$ cat src/rtl/keccak_pkg.sv
// Shared Keccak datapath definitions.
//   page_t     : one 25-bit slice A[x][y] of a state, bit 5*y+x
//   col_par_t  : the five column parities C[x] of one slice
//   state_e    : sequencing states of the theta stream engine
//   col_parity : XOR of the five rows of a slice, per column
package keccak_pkg;

   localparam int PAGE_W = 25;
   localparam int COLS   = 5;
   localparam int ROWS   = 5;

   typedef logic [PAGE_W-1:0] page_t;
   typedef logic [COLS-1:0]   col_par_t;

   typedef enum logic [1:0] {
      ST_IDLE = 2'd0,
      ST_LOAD = 2'd1,
      ST_EMIT = 2'd2
   } state_e;

   function automatic col_par_t col_parity(input page_t p);
      col_par_t c;
      for (int x = 0; x < COLS; x++) begin
         c[x] = 1'b0;
         for (int y = 0; y < ROWS; y++) begin
            c[x] = c[x] ^ p[COLS*y + x];
         end
      end
      return c;
   endfunction

endpackage

$ cat src/rtl/theta_slice.sv
// Combinational theta for one slice.
//   page       in  : slice z
//   par_cur    in  : column parities of slice z
//   par_prev   in  : column parities of slice z-1 (cyclic)
//   theta_page out : page with D[x] folded into every row
module theta_slice
   import keccak_pkg::*;
(
   input  page_t    page,
   input  col_par_t par_cur,
   input  col_par_t par_prev,
   output page_t    theta_page
);

   col_par_t d;

   always_comb begin
      for (int x = 0; x < COLS; x++) begin
         d[x] = par_cur[(x + 4) % COLS] ^ par_prev[(x + 1) % COLS];
      end
   end

   always_comb begin
      theta_page = page;
      for (int y = 0; y < ROWS; y++) begin
         for (int x = 0; x < COLS; x++) begin
            theta_page[COLS*y + x] = page[COLS*y + x] ^ d[x];
         end
      end
   end

endmodule

$ cat src/rtl/theta_stream.sv
// Keccak theta stream engine: buffers DEPTH slices of one state, then
// emits the theta-transformed slices in z order (or unchanged in bypass).
//   clk, rst (async, active-low)
//   start, bypass               : begin a state / pass-through select
//   in_valid, in_ready, in_page : input slice stream
//   out_valid, out_ready, out_page, out_idx, out_last : output slice stream
//   busy, done                  : engine active / end-of-state pulse
//
// state   | meaning
// ST_IDLE | waiting for start
// ST_LOAD | accepting slices into the buffer, z = write index
// ST_EMIT | presenting slice z, advancing on each accepted output
module theta_stream
   import keccak_pkg::*;
#(
   parameter int DEPTH = 64,
   parameter int IDXW  = (DEPTH > 1) ? $clog2(DEPTH) : 1
) (
   input  logic            clk,
   input  logic            rst,
   input  logic            start,
   input  logic            bypass,
   input  logic            in_valid,
   output logic            in_ready,
   input  logic [24:0]     in_page,
   output logic            out_valid,
   input  logic            out_ready,
   output logic [24:0]     out_page,
   output logic [IDXW-1:0] out_idx,
   output logic            out_last,
   output logic            busy,
   output logic            done
);

   localparam logic [IDXW-1:0] Z_LAST = IDXW'(DEPTH - 1);

   state_e          state;
   logic [IDXW-1:0] z;
   logic [IDXW-1:0] z_prev;
   logic            byp_q;
   logic            done_q;

   page_t    page_mem [DEPTH];
   col_par_t par_mem  [DEPTH];

   page_t    theta_page;
   logic     in_hs;
   logic     out_hs;
   logic     z_at_last;

   assign in_ready  = (state == ST_LOAD);
   assign out_valid = (state == ST_EMIT);
   assign busy      = (state != ST_IDLE);
   assign done      = done_q;

   assign in_hs     = in_ready & in_valid;
   assign out_hs    = out_valid & out_ready;
   assign z_at_last = (z == Z_LAST);

   // With a single slice the previous slice is the slice itself.
   assign z_prev = (DEPTH == 1) ? '0 : z - IDXW'(1);

   always_ff @(posedge clk or negedge rst) begin
      if (!rst) begin
         state  <= ST_IDLE;
         z      <= '0;
         byp_q  <= 1'b0;
         done_q <= 1'b0;
      end else begin
         done_q <= 1'b0;
         case (state)
            ST_IDLE: begin
               if (start) begin
                  byp_q <= bypass;
                  z     <= '0;
                  state <= ST_LOAD;
               end
            end
            ST_LOAD: begin
               if (in_hs) begin
                  if (z_at_last) begin
                     z     <= '0;
                     state <= ST_EMIT;
                  end else begin
                     z <= z + IDXW'(1);
                  end
               end
            end
            ST_EMIT: begin
               if (out_hs) begin
                  if (z_at_last) begin
                     z      <= '0;
                     state  <= ST_IDLE;
                     done_q <= 1'b1;
                  end else begin
                     z <= z + IDXW'(1);
                  end
               end
            end
            default: begin
               state <= ST_IDLE;
               z     <= '0;
            end
         endcase
      end
   end

   // Slice buffer and its column parities carry no reset; they are
   // always fully rewritten before being read.
   always_ff @(posedge clk) begin
      if (in_hs) begin
         page_mem[z] <= in_page;
         par_mem[z]  <= col_parity(in_page);
      end
   end

   theta_slice u_theta_slice (
      .page       (page_mem[z]),
      .par_cur    (par_mem[z]),
      .par_prev   (par_mem[z_prev]),
      .theta_page (theta_page)
   );

   always_comb begin
      out_page = '0;
      if (out_valid) begin
         out_page = byp_q ? page_mem[z] : theta_page;
      end
   end

   assign out_idx  = out_valid ? z : '0;
   assign out_last = out_valid & z_at_last;

endmodule
$ cat config.mk
export PLATFORM = sky130hd
export DESIGN_NAME = theta_stream
export DESIGN_NICKNAME = d
export VERILOG_FILES = /design/src/rtl/keccak_pkg.sv /design/src/rtl/theta_slice.sv /design/src/rtl/theta_stream.sv
export SDC_FILE = /design/constraint.sdc
export NUM_CORES = 2
export LEC_CHECK = 0
export CORE_MARGIN = 5
export CORE_UTILIZATION = 57
export CTS_CLUSTER_SIZE = 24
export DETAILED_ROUTE_END_ITERATION = 16
export PLACE_DENSITY = 0.69
export SKIP_LAST_GASP = 1
export SYNTH_ARGS = -nofsm -noshare
export SYNTH_HDL_FRONTEND = slang
export SYNTH_SLANG_ARGS = --single-unit
$ cat constraint.sdc
create_clock -name clk -period 9.2 [get_ports clk]
set_input_delay 1.84 -clock clk [delete_from_list [all_inputs] [get_ports clk]]
set_output_delay 1.84 -clock clk [all_outputs]
set_load 0.005 [all_outputs]
==> flow_metrics.tcl <==
set metrics [dict create \
    cp.required_ns 7.36 \
    r2r_slack_ns 4.63 \
    cts_resized 0 \
    fin_tns_setup_ns 0 \
    whs_ns 0.5999 \
    p_int_w 0.01614 \
    fin_crit_sh_pct 87.59 \
    end_kind "output pin" \
    synth_common_cells "edfxtp_1 (1920), o22ai_1 (677), a22oi_1 (300)" \
    synth_largest_area_cell "edfxtp_1" \
    switching_share_pct 31.90 \
    start_kind "flop" \
    num-nets-final 4391 \
    synth_top_area_share_pct 79.03 \
    fmax_ghz 0.1241 \
    nFillCells 8471 \
    post-dp-hpwl_um 129700 \
    synth.area.top_cells "edfxtp_1 (79%), o22ai_1 (5.8%), a22oi_1 (3.1%)" \
    finalHoldViolCount 0 \
    arrival_ns 6.22 \
    drv_cap 0 \
    drtAntennaViolNets 0 \
    syn_nets 4228 \
    r2r-start "z[0]" \
    wl_um 232500 \
    drcViolationCount 0 \
    cts_root_buf "clkbuf_16" \
    clock_sinks 1930 \
    ys_warn_count 0 \
    avgSynthCellArea_um2 17.41 \
    synth-seq-cells 1930 \
    r2r_end "page_mem[33][2]" \
    post_drt_wl_per_cell_um 37.66 \
    cts_max_level 4 \
    combPwrFrac_pct 26.7 \
    fp.dieW_um 367.8 \
    ys_seq_area_share_pct 79.37 \
    coreArea_mm2 0.1274 \
    synth_edf_count 1920 \
    fin_skew_ns 0.02045 \
    min_to "state[1]" \
    worstSetupPathType "flop to output pin" \
    power_frac_seq_pct 41.8 \
    async_flop_share_pct 0.5181 \
    vias 46020 \
    area_growth_syn_to_layout_pct 13.07 \
    hold_path.class "flop to flop" \
    grt_pass1_vias 43579 \
    vias_per_cell 7.455 \
    setup_viol 0 \
    die_area_mm2 0.1352 \
    finalInstanceArea_mm2 0.08249 \
    track_usage_pct 33.72 \
    initial_core_util_pct 57.28 \
    synth_cell_type_count 65 \
    die_y_um 367.8 \
    clockBufferDepth 3 \
    p_per_area_mw_per_mm2 287.4 \
    ir_drop_mv 0.3280 \
    synth.most_common_cell "edfxtp_1" \
    detail_route.first_pass.iterations 7 \
    postSynthCellCount 4191 \
    cts.clk_slew.worst_paths_ns 0.06 \
    drt_iter0_drc 8754 \
    synth_flop_cell "edfxtp_1" \
    tightest_slew_ns 1.204 \
    cts_setup_buffers 0 \
    p_clk_share_pct 31.6 \
    fin_crit_ns 8.059 \
    rsz0062_at_grt "false" \
    cts_hold_buffers 0 \
    clkLatencyLatePin_ns 0.82 \
    numCtsBuffers 186 \
    crit_path_max_fanout 53 \
    syn_area_mm2 0.07295 \
    portBuffers 66 \
    place_area_mm2 0.07656 \
    finalMaxSlewViolations 0 \
    drive_gt1_share_pct 14.62 \
    grt_max_degree 68 \
    grt-ovfl-total 0 \
    leakage_nw 25.34 \
    antenna_found_initial 8 \
    tritoncts "yes" \
    grt_pass1_wl_um 324900 \
    switchingPower_w 0.007563 \
    worstHoldPathCells 2 \
    setup_ws_ns 1.141 \
    min_from "state[1]" \
    row_count 131 \
    io_pins 67 \
    place_ws_ns 2.144 \
    max_slew_margin_pct 19.06 \
    status "finished clean" \
    reg2reg_depth 6 \
    gp_congestion 0.9484 \
    crit_path_start "z[0]" \
]
cell families (layout without fill, tap and decap cells):
| family | after synthesis | after routing | synth area share (%) |
|---|---|---|---|
| xor+xnor | 24 | 24 | 0.2881 |
| other cells | 0 | 10 | 0 |
| fa+ha+maj | 6 | 6 | 0.1029 |
| simple gates | 517 | 517 | 3.986 |
| flops | 1930 | 1930 | 79.37 |
| buf+inv | 307 | 617 | 1.996 |
| compound gates | 1241 | 1241 | 11.87 |
| mux | 166 | 166 | 2.386 |
layout by cell type (no fill, tap or decap), drive strengths merged, types with 59 or more instances in the layout:
master	instances
nor4	140
nand3	59
clkbuf	235
a22oi	300
mux2	63
clkinv	72
nor3	60
nor2	98
buf	230
o22ai	677
mux2i	103
edfxtp	1920
state kept, by name, summed over array words and instances (netlist names):
register	count
done	1
state	2
byp_q	1
page_mem	1600
z	6
par_mem	320
routing by layer:
metal | share of wire [%] | vias up | track usage (%)
met4 | 6.2 | 6 | 17.79
met5 | 0.020 | - | 0.2493
met1 | 35 | 22986 | 46.21
met3 | 15 | 755 | 9.607
li1 | - | 18131 | -
met2 | 44 | 4142 | 49.77
critical path, stage by stage (launching register included):
cell and delay, ns:
dfrtp_1 0.88, inv_1 0.13, buf_4 0.27, ha_4 0.87, buf_12 0.38, mux2i_1 0.17, a22o_1 0.26, nor3_1 0.65
nor4_2 0.18, nor4_2 0.50, nor2_1 0.17, mux2_1 0.36, clkdlybuf4s50_1 0.46
power by group through the flow:
stage	Sequential [W]	Clock (W)	Combinational, W
finish	0.00990	0.00748	0.00633
global route	0.00990	0.00790	0.00649
CTS	0.00989	0.00750	0.00612
detailed placement	0.0101	0	0.00609
global placement	0.0101	0	0.00604
floorplan	0.0101	0	0.00371
layout make-up:
| class | instances | area [um2] | share of cell area, % |
|---|---|---|---|
| antenna | 10 | 25.02 | 0.03034 |
| sequential | 1930 | 57910 | 70.20 |
| clock buffer | 235 | 4945 | 5.995 |
| clock inverter | 100 | 962.2 | 1.166 |
| tap | 1662 | 2079 | 2.521 |
| multi-input combinational | 1954 | 14240 | 17.27 |
| timing repair buffer | 271 | 2287 | 2.773 |
| inverter | 11 | 41.29 | 0.05006 |
metrics by stage:
stage          utilization [%]  std cells  total power (W)
6_report                 64.77       6173          0.02371
5_1_grt                  64.75       6163          0.02429
4_1_cts                  64.75       6163          0.02351
3_5_place_dp             60.11       5828          0.01617
3_3_place_gp             60.11       5828          0.01612
2_1_floorplan                -       4191          0.01378
worst max-delay path by stage:
stage	endpoint	slack, ns	depth (start not counted)
final	out_page[8]	1.14	12
after global routing	out_page[8]	0.94	12
after CTS	out_page[8]	1.23	12
after detailed placement	out_page[8]	2.14	12
after global placement	out_page[8]	2.20	12
after floorplan	out_page[11]	3.73	17
No activity file was read; power rests on OpenSTA's default activity.
